==> src/rtl/eth_tlp_pkg.sv <==
// Word format shared by both sides of the TLP tap FIFO, plus the TX frame-state encoding.
package eth_tlp_pkg;
  localparam int TLPFIFO_W = 74;
  localparam int KEEP_LSB  = 66;
  localparam int DATA_LSB  = 2;
  localparam int LAST_BIT  = 1;
  localparam int USER_BIT  = 0;

  typedef struct packed {
    logic [7:0]  keep;
    logic [63:0] data;
    logic        last;
    logic        user;
  } tlpfifo_word_t;

  typedef enum logic {
    ST_IDLE   = 1'b0,
    ST_IN_PKT = 1'b1
  } frame_state_t;
endpackage

==> src/rtl/eth_tlptx_obuf.sv <==
// Small synchronous DEPTH x W buffer with occupancy; head visible combinationally on rd_dat.
// Writer must never push into a full buffer unless it pops in the same cycle.
module eth_tlptx_obuf #(
  parameter int DEPTH = 4,
  parameter int W     = 74,
  localparam int AW   = $clog2(DEPTH)
) (
  input  logic          clk,
  input  logic          rst_n,
  input  logic          push,
  input  logic [W-1:0]  wr_dat,
  input  logic          pop,
  output logic [W-1:0]  rd_dat,
  output logic [AW:0]   occ
);
  logic [W-1:0]  mem [DEPTH];
  logic [AW-1:0] wr_ptr;
  logic [AW-1:0] rd_ptr;

  always_ff @(posedge clk) begin
    if (push) mem[wr_ptr] <= wr_dat;
  end

  always_ff @(posedge clk or negedge rst_n) begin
    if (!rst_n) begin
      wr_ptr <= '0;
      rd_ptr <= '0;
      occ    <= '0;
    end else begin
      if (push) wr_ptr <= wr_ptr + 1'b1;
      if (pop)  rd_ptr <= rd_ptr + 1'b1;
      occ <= occ + {{AW{1'b0}}, push} - {{AW{1'b0}}, pop};
    end
  end

  assign rd_dat = mem[rd_ptr];
endmodule

==> src/rtl/eth_tlptx.sv <==
// Replays the TLP tap FIFO as a 64-bit AXI-Stream master; READ_LATENCY+1 cycles from non-empty to tvalid.
// Reads are credit-limited so occupancy plus in-flight reads never exceed OBUF_DEPTH while tready is low.
module eth_tlptx
  import eth_tlp_pkg::*;
#(
  parameter int READ_LATENCY = 1,
  parameter int OBUF_DEPTH   = 4,
  parameter int CNT_W        = 32
) (
  input  logic                 clk,
  input  logic                 rst_n,
  output logic                 rd_en,
  input  logic [TLPFIFO_W-1:0] dout,
  input  logic                 empty,
  output logic                 m_axis_tvalid,
  input  logic                 m_axis_tready,
  output logic [63:0]          m_axis_tdata,
  output logic [7:0]           m_axis_tkeep,
  output logic                 m_axis_tlast,
  output logic                 m_axis_tuser,
  output logic [CNT_W-1:0]     pkt_cnt,
  output logic [CNT_W-1:0]     err_cnt,
  output logic [CNT_W-1:0]     underrun_cnt
);
  localparam int OW = $clog2(OBUF_DEPTH);

  logic [READ_LATENCY-1:0] vpipe;
  logic [OW:0]             occ;
  logic [OW:0]             inflight;
  logic [OW+1:0]           credit_used;
  logic                    pop;
  tlpfifo_word_t           head;
  frame_state_t            state, state_nxt;

  assign pop = m_axis_tvalid && m_axis_tready;

  always_comb begin
    inflight = '0;
    for (int i = 0; i < READ_LATENCY; i++) begin
      inflight = inflight + {{OW{1'b0}}, vpipe[i]};
    end
  end

  // A pop this cycle frees a slot in time for a read issued now.
  assign credit_used = {1'b0, occ} + {1'b0, inflight} - {{(OW+1){1'b0}}, pop};
  assign rd_en       = rst_n && !empty && (credit_used < (OW+2)'(OBUF_DEPTH));

  always_ff @(posedge clk or negedge rst_n) begin
    if (!rst_n) begin
      vpipe <= '0;
    end else begin
      vpipe[0] <= rd_en;
      for (int i = 1; i < READ_LATENCY; i++) vpipe[i] <= vpipe[i-1];
    end
  end

  eth_tlptx_obuf #(
    .DEPTH (OBUF_DEPTH),
    .W     (TLPFIFO_W)
  ) u_obuf (
    .clk    (clk),
    .rst_n  (rst_n),
    .push   (vpipe[READ_LATENCY-1]),
    .wr_dat (dout),
    .pop    (pop),
    .rd_dat (head),
    .occ    (occ)
  );

  // Stale buffer contents are masked so an idle stream shows all-zero fields.
  assign m_axis_tvalid = (occ != '0);
  assign m_axis_tdata  = m_axis_tvalid ? head.data : '0;
  assign m_axis_tkeep  = m_axis_tvalid ? head.keep : '0;
  assign m_axis_tlast  = m_axis_tvalid && head.last;
  assign m_axis_tuser  = m_axis_tvalid && head.user;

  always_comb begin
    state_nxt = state;
    if (pop) state_nxt = head.last ? ST_IDLE : ST_IN_PKT;
  end

  always_ff @(posedge clk or negedge rst_n) begin
    if (!rst_n) begin
      state        <= ST_IDLE;
      pkt_cnt      <= '0;
      err_cnt      <= '0;
      underrun_cnt <= '0;
    end else begin
      state <= state_nxt;
      if (pop && head.last)              pkt_cnt      <= pkt_cnt + CNT_W'(1);
      if (pop && head.last && head.user) err_cnt      <= err_cnt + CNT_W'(1);
      if (state == ST_IN_PKT && occ == '0) underrun_cnt <= underrun_cnt + CNT_W'(1);
    end
  end
endmodule

==> config.mk <==
export PLATFORM = sky130hd
export DESIGN_NAME = eth_tlptx
export DESIGN_NICKNAME = d
export VERILOG_FILES = /design/src/rtl/eth_tlp_pkg.sv /design/src/rtl/eth_tlptx_obuf.sv /design/src/rtl/eth_tlptx.sv
export SDC_FILE = /design/constraint.sdc
export NUM_CORES = 1
export LEC_CHECK = 0
export ABC_AREA = 0
export CAP_MARGIN = 20
export CORE_UTILIZATION = 30
export DETAILED_ROUTE_END_ITERATION = 8
export GPL_TIMING_DRIVEN = 1
export MAX_ROUTING_LAYER = met4
export PLACE_DENSITY_LB_ADDON = 0.05
export SYNTH_ARGS = -nofsm -noshare
export SYNTH_HDL_FRONTEND = slang
export SYNTH_HIERARCHICAL = 1
export SYNTH_SLANG_ARGS = --single-unit
==> constraint.sdc <==
create_clock -name clk -period 3.4 [get_ports clk]
set_clock_uncertainty 0.1 [all_clocks]
set_input_delay 0.34 -clock clk [delete_from_list [all_inputs] [get_ports clk]]
set_output_delay 0.34 -clock clk [all_outputs]
set_load 0.01 [all_outputs]
==> impl_metrics.json, run 1 <==
{
  "outcome": "completed",
  "postRouteAntennaNets": 0,
  "tritoncts": "yes",
  "unrepaired_setup_endpoints_after_global_routing": "no",
  "timing.setup.critical_path_class": "reg -> out",
  "highest_cell_delay_on_the_worst_timing_path_ps": 390,
  "detail_route.iter0.violations": 458,
  "final_min_period_over_clock_period_pct": 92.6,
  "total_power_per_unit_cell_area_nw_per_um2": 739,
  "dieWidth_um": 234,
  "initial_antenna_violation_count": 5,
  "cp.arrival_ps": 2710,
  "post_synth_num_cell_types": 38,
  "grt_start_max_net_pins": 79,
  "met3_wirelength_um": 2290,
  "synth_sequential_area_ratio_pct": 71.1,
  "gp_routability_congestion": 0.731,
  "cts_post_setup_buffers_inserted": 0,
  "routed-via-count": 8889,
  "timing.final.crit_period_ps": 3150,
  "xor_and_xnor_fraction_of_the_mapped_netlist_area_pct": 5.30,
  "grt_use_total_pct": 14.5,
  "wl_per_cell_um": 19.6,
  "syn2layout_area_growth_pct": 30.1,
  "fin_setup_tns_ps": 0,
  "final_design_area_no_fill_um2": 21100,
  "critical-path-top-delay-family": "simple AND/OR/NAND/NOR gates",
  "io_pins": 250,
  "syn-num-nets": 1014,
  "place.port_buffers": 249,
  "floorplan.die.height_um": 234,
  "timing_hold_violations_final": 0,
  "yosys_warnings": 6,
  "reg2reg_to": "err_cnt[29]",
  "synthMuxAreaShare_pct": 10.5,
  "ff2ff_path_depth": 5,
  "place.detailed.hpwl_um": 23200,
  "clock_tree.root_cell": "clkbuf_16",
  "ff2ff_setup_slack_ps": 900,
  "grt_pass1_vias": 9527,
  "place_area_um2": 19600,
  "synth_simple_gate_area_share_pct": 9.76,
  "critPathMaxFanout": 3,
  "synthesis.area_um2": 16200,
  "grt_overflow_total": 0,
  "worst_pin_slew_ps": 731,
  "sum_of_buffers_and_inverters_on_the_critical_path": 3,
  "worst-path-stages": 10,
  "hold_wc_path_type": "in -> async",
  "maxSlewViolCount": 0,
  "wl_met1_um": 16600,
  "syn_avg_cell_area_um2": 17.5,
  "worst_r2r_startpoint": "u_obuf/rd_ptr[1]",
  "cts_buffers": 47,
  "clock_latency_ps": 580,
  "drt_first_pass_iters": 4,
  "htree_num_levels": 2,
  "timing.max_slew.rel_slack_pct": 51.3,
  "maxUsedRoutingLayer": "met4",
  "wl_met2_um": 18200,
  "dieArea_um2": 54900,
  "cts_max_path_buffers": 3,
  "drcViolationCount": 0,
  "critical_path.most_common_cell": "ha_1",
  "max_cap_violations": 0,
  "crit_path_cell_trace": "nor3_2 -> inv_2 -> and2_1 -> ha_1 -> inv_1 -> ha_1 -> a31oi_2 -> or3b_1 -> a311oi_2 -> clkbuf_2",
  "setup_violations": 0,
  "placeableCoreArea_um2": 53000,
  "largest_family_of_logic_cells_by_synthesized_area": "multiplexers",
  "initial_core_util_pct": 30.6,
  "num-nets-final": 1301,
  "vdd_ir_drop_max_v": 0.000385,
  "clk_transition_reported_paths_ps": 60,
  "routed_wl_um": 38100,
  "p_leak_nw": 7.46,
  "global_route_wire_length_before_repair_um": 57900,
  "vias_per_cell": 4.58,
  "ys_ff_latch": 401,
  "drive_above_1_share_pct": 14.6,
  "netlist_instances": 923,
  "layout.filler_cells": 4876,
  "synth-adder-area-share_pct": 1.05,
  "clock.fmax_mhz": 318,
  "clock-sinks": 401,
  "worst-endpoint-required_ps": 2960,
  "synth_compound_gate_area_share_pct": 0.185,
  "core.rowCount": 84,
  "timing.critical_path.from_type": "register",
  "critical-path-slowest-cell": "or3b_1",
  "worst_setup_path_end_kind": "primary output"
}
flip-flops by register name (all words and copies together) (netlist names):
register,count
u_obuf/mem,296
vpipe,1
u_obuf/occ,3
u_obuf/rd_ptr,2
u_obuf/wr_ptr,2
underrun_cnt,32
err_cnt,32
pkt_cnt,32
state,1
final cells by class:
type	instances	area (µm²)	share of cell area (%)
Antenna cell	6	15.0	0.0713
Sequential cell	401	11500	54.7
Inverter	24	90.1	0.428
Multi-Input combinational cell	461	4370	20.8
Tap cell	688	861	4.09
Clock buffer	62	1230	5.85
Clock inverter	24	206	0.980
Timing Repair Buffer	275	2770	13.1
kinds of logic after synthesis:
| family | Yosys count |
|---|---|
| flip-flops | 401 |
| AND/OR/NAND/NOR | 269 |
| XOR/XNOR | 98 |
| multiplexers | 77 |
| buffers and inverters | 61 |
| adder cells (fa/ha/maj) | 13 |
| AO/OA/AOI/OAI | 4 |
through the flow:
stage | utilization, % | hold slack, ps | setup WS, ps | total power (W) | instances
after floorplan | - | -55.6 | 455 | 0.00868 | 923
after global placement | 37.0 | 130 | 120 | 0.0111 | 1848
after CTS | 39.7 | 58.5 | 14.3 | 0.0159 | 1935
after detailed placement | 37.0 | 134 | 46.6 | 0.0110 | 1848
after global routing | 39.8 | 103 | 24.4 | 0.0164 | 1940
final | 39.8 | 89.4 | 252 | 0.0156 | 1941
per-layer routing:
metal,vias to the layer above,track usage (%)
met3,71,4.06
met4,0,4.86
met2,189,22.8
met1,4513,17.9
li1,4116,-
met5,-,-
cells in the final DEF, fill, tap and decap left out, drive strengths merged, types with 32 or more instances in the layout:
master,netlist,layout
and2,83,83
mux4,74,74
xnor2,56,56
nand3,35,35
nand4,32,32
edfxtp,296,296
clkbuf,20,63
dfrtp,105,105
xor2,42,42
clkdlybuf4s50,0,247
power breakdown:
group          switching, W  internal (W)
Combinational       0.00221       0.00263
Sequential         0.000284       0.00568
Clock               0.00200       0.00278
Total               0.00449        0.0111
what timing repair did:
item                                    in CTS  in global routing
resized for setup                            2                  3
hold endpoints to repair                    51                  0
endpoints found under the setup margin       1                  1
pin swaps                                    0                  1
hold buffers                                 1                  0
Yosys cell counts:
| library cell | n | area, µm² |
|---|---|---|
| a31oi_1 | 1 | 6.26 |
| nand4b_1 | 2 | 17.5 |
| mux2_1 | 3 | 33.8 |
| nand4_1 | 32 | 200 |
| buf_6 | 1 | 11.3 |
| or4b_1 | 2 | 20.0 |
| o311a_1 | 1 | 10.0 |
| and3_1 | 14 | 87.6 |
| o21ai_0 | 1 | 5.00 |
| dfrtp_1 | 105 | 2630 |
| buf_1 | 2 | 7.51 |
| and2_1 | 83 | 519 |
| or4_1 | 1 | 7.51 |
| or4_4 | 1 | 11.3 |
| fa_1 | 1 | 20.0 |
| nor3_1 | 22 | 110 |
| xnor2_1 | 56 | 490 |
| or3b_1 | 1 | 8.76 |
| buf_4 | 3 | 22.5 |
| ha_1 | 12 | 150 |
| mux4_2 | 74 | 1670 |
| or2_2 | 1 | 6.26 |
| nor4b_1 | 2 | 17.5 |
| nor4_2 | 5 | 62.6 |
| buf_2 | 6 | 30.0 |
| nor4_1 | 10 | 62.6 |
| buf_12 | 5 | 100 |
| nand3_1 | 35 | 175 |
| and4_1 | 10 | 87.6 |
| nand2_1 | 30 | 113 |
| inv_2 | 1 | 3.75 |
| a311oi_1 | 1 | 8.76 |
| clkbuf_1 | 20 | 75.1 |
| edfxtp_1 | 296 | 8890 |
| nor2_1 | 17 | 63.8 |
| nor3_2 | 1 | 10.0 |
| inv_1 | 23 | 86.3 |
| xor2_1 | 42 | 368 |
worst max-delay path by stage:
stage | startpoint | endpoint | slack [ps]
floorplan | u_obuf/occ[0] | rd_en | 450
global placement | m_axis_tready | rd_en | 120
detailed placement | m_axis_tready | rd_en | 50
CTS | u_obuf/occ[0] | rd_en | 10
global route | u_obuf/occ[0] | rd_en | 20
finish | u_obuf/occ[0] | rd_en | 250
(Power assumes the default switching activity.)
==> run 2, diff against run 1 <==
--- a/config.mk
+++ b/config.mk
@@ -9,6 +9,7 @@
 export CAP_MARGIN = 20
 export CORE_UTILIZATION = 30
 export DETAILED_ROUTE_END_ITERATION = 8
+export DONT_BUFFER_PORTS = 1
 export GPL_TIMING_DRIVEN = 1
 export MAX_ROUTING_LAYER = met4
 export PLACE_DENSITY_LB_ADDON = 0.05
==> run 2 against run 1 <==
Net effect: clock-buffer cell count fell by 1; largest power group unchanged; highest routed layer unchanged; fmax fell by 2.0%; flip-flop and latch count did not move.
==> impl_metrics.json, run 2 (synthesized netlist as in run 1, its figures left out) <==
{
  "timing.critical_path.from_type": "register",
  "postRouteAntennaNets": 0,
  "final_design_area_no_fill_um2": 19300,
  "worst_setup_path_end_kind": "primary output",
  "final_min_period_over_clock_period_pct": 94.5,
  "vdd_ir_drop_max_v": 0.000375,
  "place.port_buffers": 0,
  "ff2ff_path_depth": 6,
  "clock_latency_ps": 560,
  "timing.setup.critical_path_class": "reg -> out",
  "unrepaired_setup_endpoints_after_global_routing": "no",
  "ff2ff_setup_slack_ps": 910,
  "gp_routability_congestion": 0.714,
  "maxSlewViolCount": 0,
  "htree_num_levels": 2,
  "most_used_cells_in_the_layout_excluding_fill_and_tap_cells": "296 x edfxtp_1, 100 x dfrtp_1, 79 x and2_1",
  "most_common_cell_after_layout_fill_and_taps_aside": "edfxtp_1",
  "initial_antenna_violation_count": 5,
  "worst_pin_slew_ps": 712,
  "syn2layout_area_growth_pct": 19.5,
  "placed_cell_count": 1591,
  "clock-sinks": 401,
  "grt_pass1_vias": 8850,
  "clock_tree.root_cell": "clkbuf_16",
  "floorplan.die.height_um": 234,
  "io_pins": 250,
  "fin_setup_tns_ps": 0,
  "clock.fmax_mhz": 311,
  "drive_above_1_share_pct": 17.1,
  "timing.max_slew.rel_slack_pct": 51.9,
  "holdCritStartpoint": "m_axis_tready",
  "drcViolationCount": 0,
  "tritoncts": "yes",
  "routed-via-count": 8298,
  "place.detailed.hpwl_um": 21900,
  "grt_start_max_net_pins": 107,
  "critical_path.most_common_cell": "ha_1",
  "initial_core_util_pct": 30.6,
  "setup_violations": 0,
  "timing.final.ws_setup_ps": 187,
  "worst-endpoint-required_ps": 2960,
  "regMostFlops": "u_obuf/mem",
  "cts_max_path_buffers": 3,
  "finish.cell_count_without_fillers": 1764,
  "critical-path-top-delay-family": "simple AND/OR/NAND/NOR gates",
  "global_route_wire_length_before_repair_um": 56400,
  "clk_transition_reported_paths_ps": 50,
  "crit_path_cell_trace": "nor3_4 -> inv_2 -> and2_1 -> ha_1 -> inv_1 -> ha_1 -> a31oi_2 -> or3b_1 -> a311oi_4",
  "largest_reg_flops": 296,
  "dieArea_um2": 54900,
  "detailedPlace.worstSlack_ps": 448,
  "core.rowCount": 84,
  "grt_overflow_total": 0,
  "critical-path-slowest-cell": "dfrtp_2",
  "max_cap_violations": 0,
  "vias_per_cell": 4.70,
  "timing_hold_violations_final": 0,
  "detail_route.iter0.violations": 350,
  "drt_first_pass_iters": 6,
  "reg2reg_to": "pkt_cnt[27]",
  "dieWidth_um": 234,
  "critPathMaxFanout": 5,
  "total_power_per_unit_cell_area_nw_per_um2": 737,
  "routed_wl_um": 37900,
  "highest_cell_delay_on_the_worst_timing_path_ps": 450,
  "num-nets-final": 1126,
  "place_area_um2": 17000,
  "timing.final.crit_period_ps": 3210,
  "outcome": "completed",
  "hold-path-endpoint": "u_obuf/rd_ptr[0]",
  "worstHoldPathCells": 2,
  "hold_wc_path_type": "in -> reg",
  "p_leak_nw": 6.83,
  "grt_use_total_pct": 14.2,
  "wl_per_cell_um": 21.5,
  "sum_of_buffers_and_inverters_on_the_critical_path": 2,
  "power.total_w": 0.0143,
  "cp.arrival_ps": 2770,
  "layout.filler_cells": 4993,
  "worst_r2r_startpoint": "u_obuf/rd_ptr[1]",
  "cts_buffers": 47,
  "placeableCoreArea_um2": 53000
}
run 2: changes by cell type in the layout (fill, tap and decap cells not counted), moves of 2 or more:
cell             change
dfrtp_2              +3
clkinv_8             +2
buf_4                -2
dlygate4sd3_1       +76
buf_12               -2
clkbuf_8             +2
dfrtp_1              -3
clkdlybuf4s50_1    -247
clkbuf_1             -3
run 2: worst max path at each step:
| stage | from | end | slack (ps) | depth (start not counted) |
|---|---|---|---|---|
| finish | u_obuf/occ[1] | rd_en | 190 | 9 |
| global route | u_obuf/occ[0] | rd_en | 20 | 9 |
| CTS | u_obuf/occ[2] | rd_en | 10 | 9 |
| detailed placement | u_obuf/occ[2] | rd_en | 450 | 9 |
| global placement | u_obuf/occ[2] | rd_en | 520 | 9 |
| floorplan | u_obuf/occ[0] | rd_en | 450 | 10 |
run 2: worst reg2reg max path: stages, from the launching register on:
cell      delay [ps]
dfrtp_4          640
mux4_2           350
o311a_1          410
nor4b_2          310
buf_4            250
nand4b_1         140
xnor2_1          170
run 2: repair_timing:
action,4_1_cts,5_1_grt
buffers inserted,0,5
hold buffers,78,0
endpoints found under the setup margin,1,1
hold endpoints to repair,403,0
resized for setup,1,6
pin swaps,0,1
run 2: routing by layer:
metal | routed length, µm | part of all wire, % | vias to the layer above | GRT usage (%)
li1 | - | - | 3776 | -
met1 | 16400 | 43 | 4267 | 17.7
met2 | 17800 | 47 | 194 | 21.8
met3 | 2840 | 7.5 | 61 | 4.72
met4 | 877 | 2.3 | 0 | 4.60
met5 | 0 | 0 | - | -
run 2: through the flow:
stage / hold slack, ps / utilization, %
finish: 47.3 / 36.5
global route: 23.2 / 36.5
CTS: 4.40 / 36.4
detailed placement: -52.9 / 32.1
global placement: -53.4 / 32.1
floorplan: -55.6 / -
run 2: area by class of cell:
class	instances	area, µm²	share of cell area (%)
timing repair buffer	100	1030	5.30
multi-input combinational	461	4390	22.7
tap	688	861	4.45
clock buffer	61	1250	6.45
sequential	401	11500	59.6
inverter	24	90.1	0.466
antenna	5	12.5	0.0647
clock inverter	24	190	0.983
run 2: power by group:
group	internal (W)	total [W]	switching [W]
logic	0.00148	0.00345	0.00197
registers	0.00569	0.00607	0.000388
clock network	0.00274	0.00473	0.00199
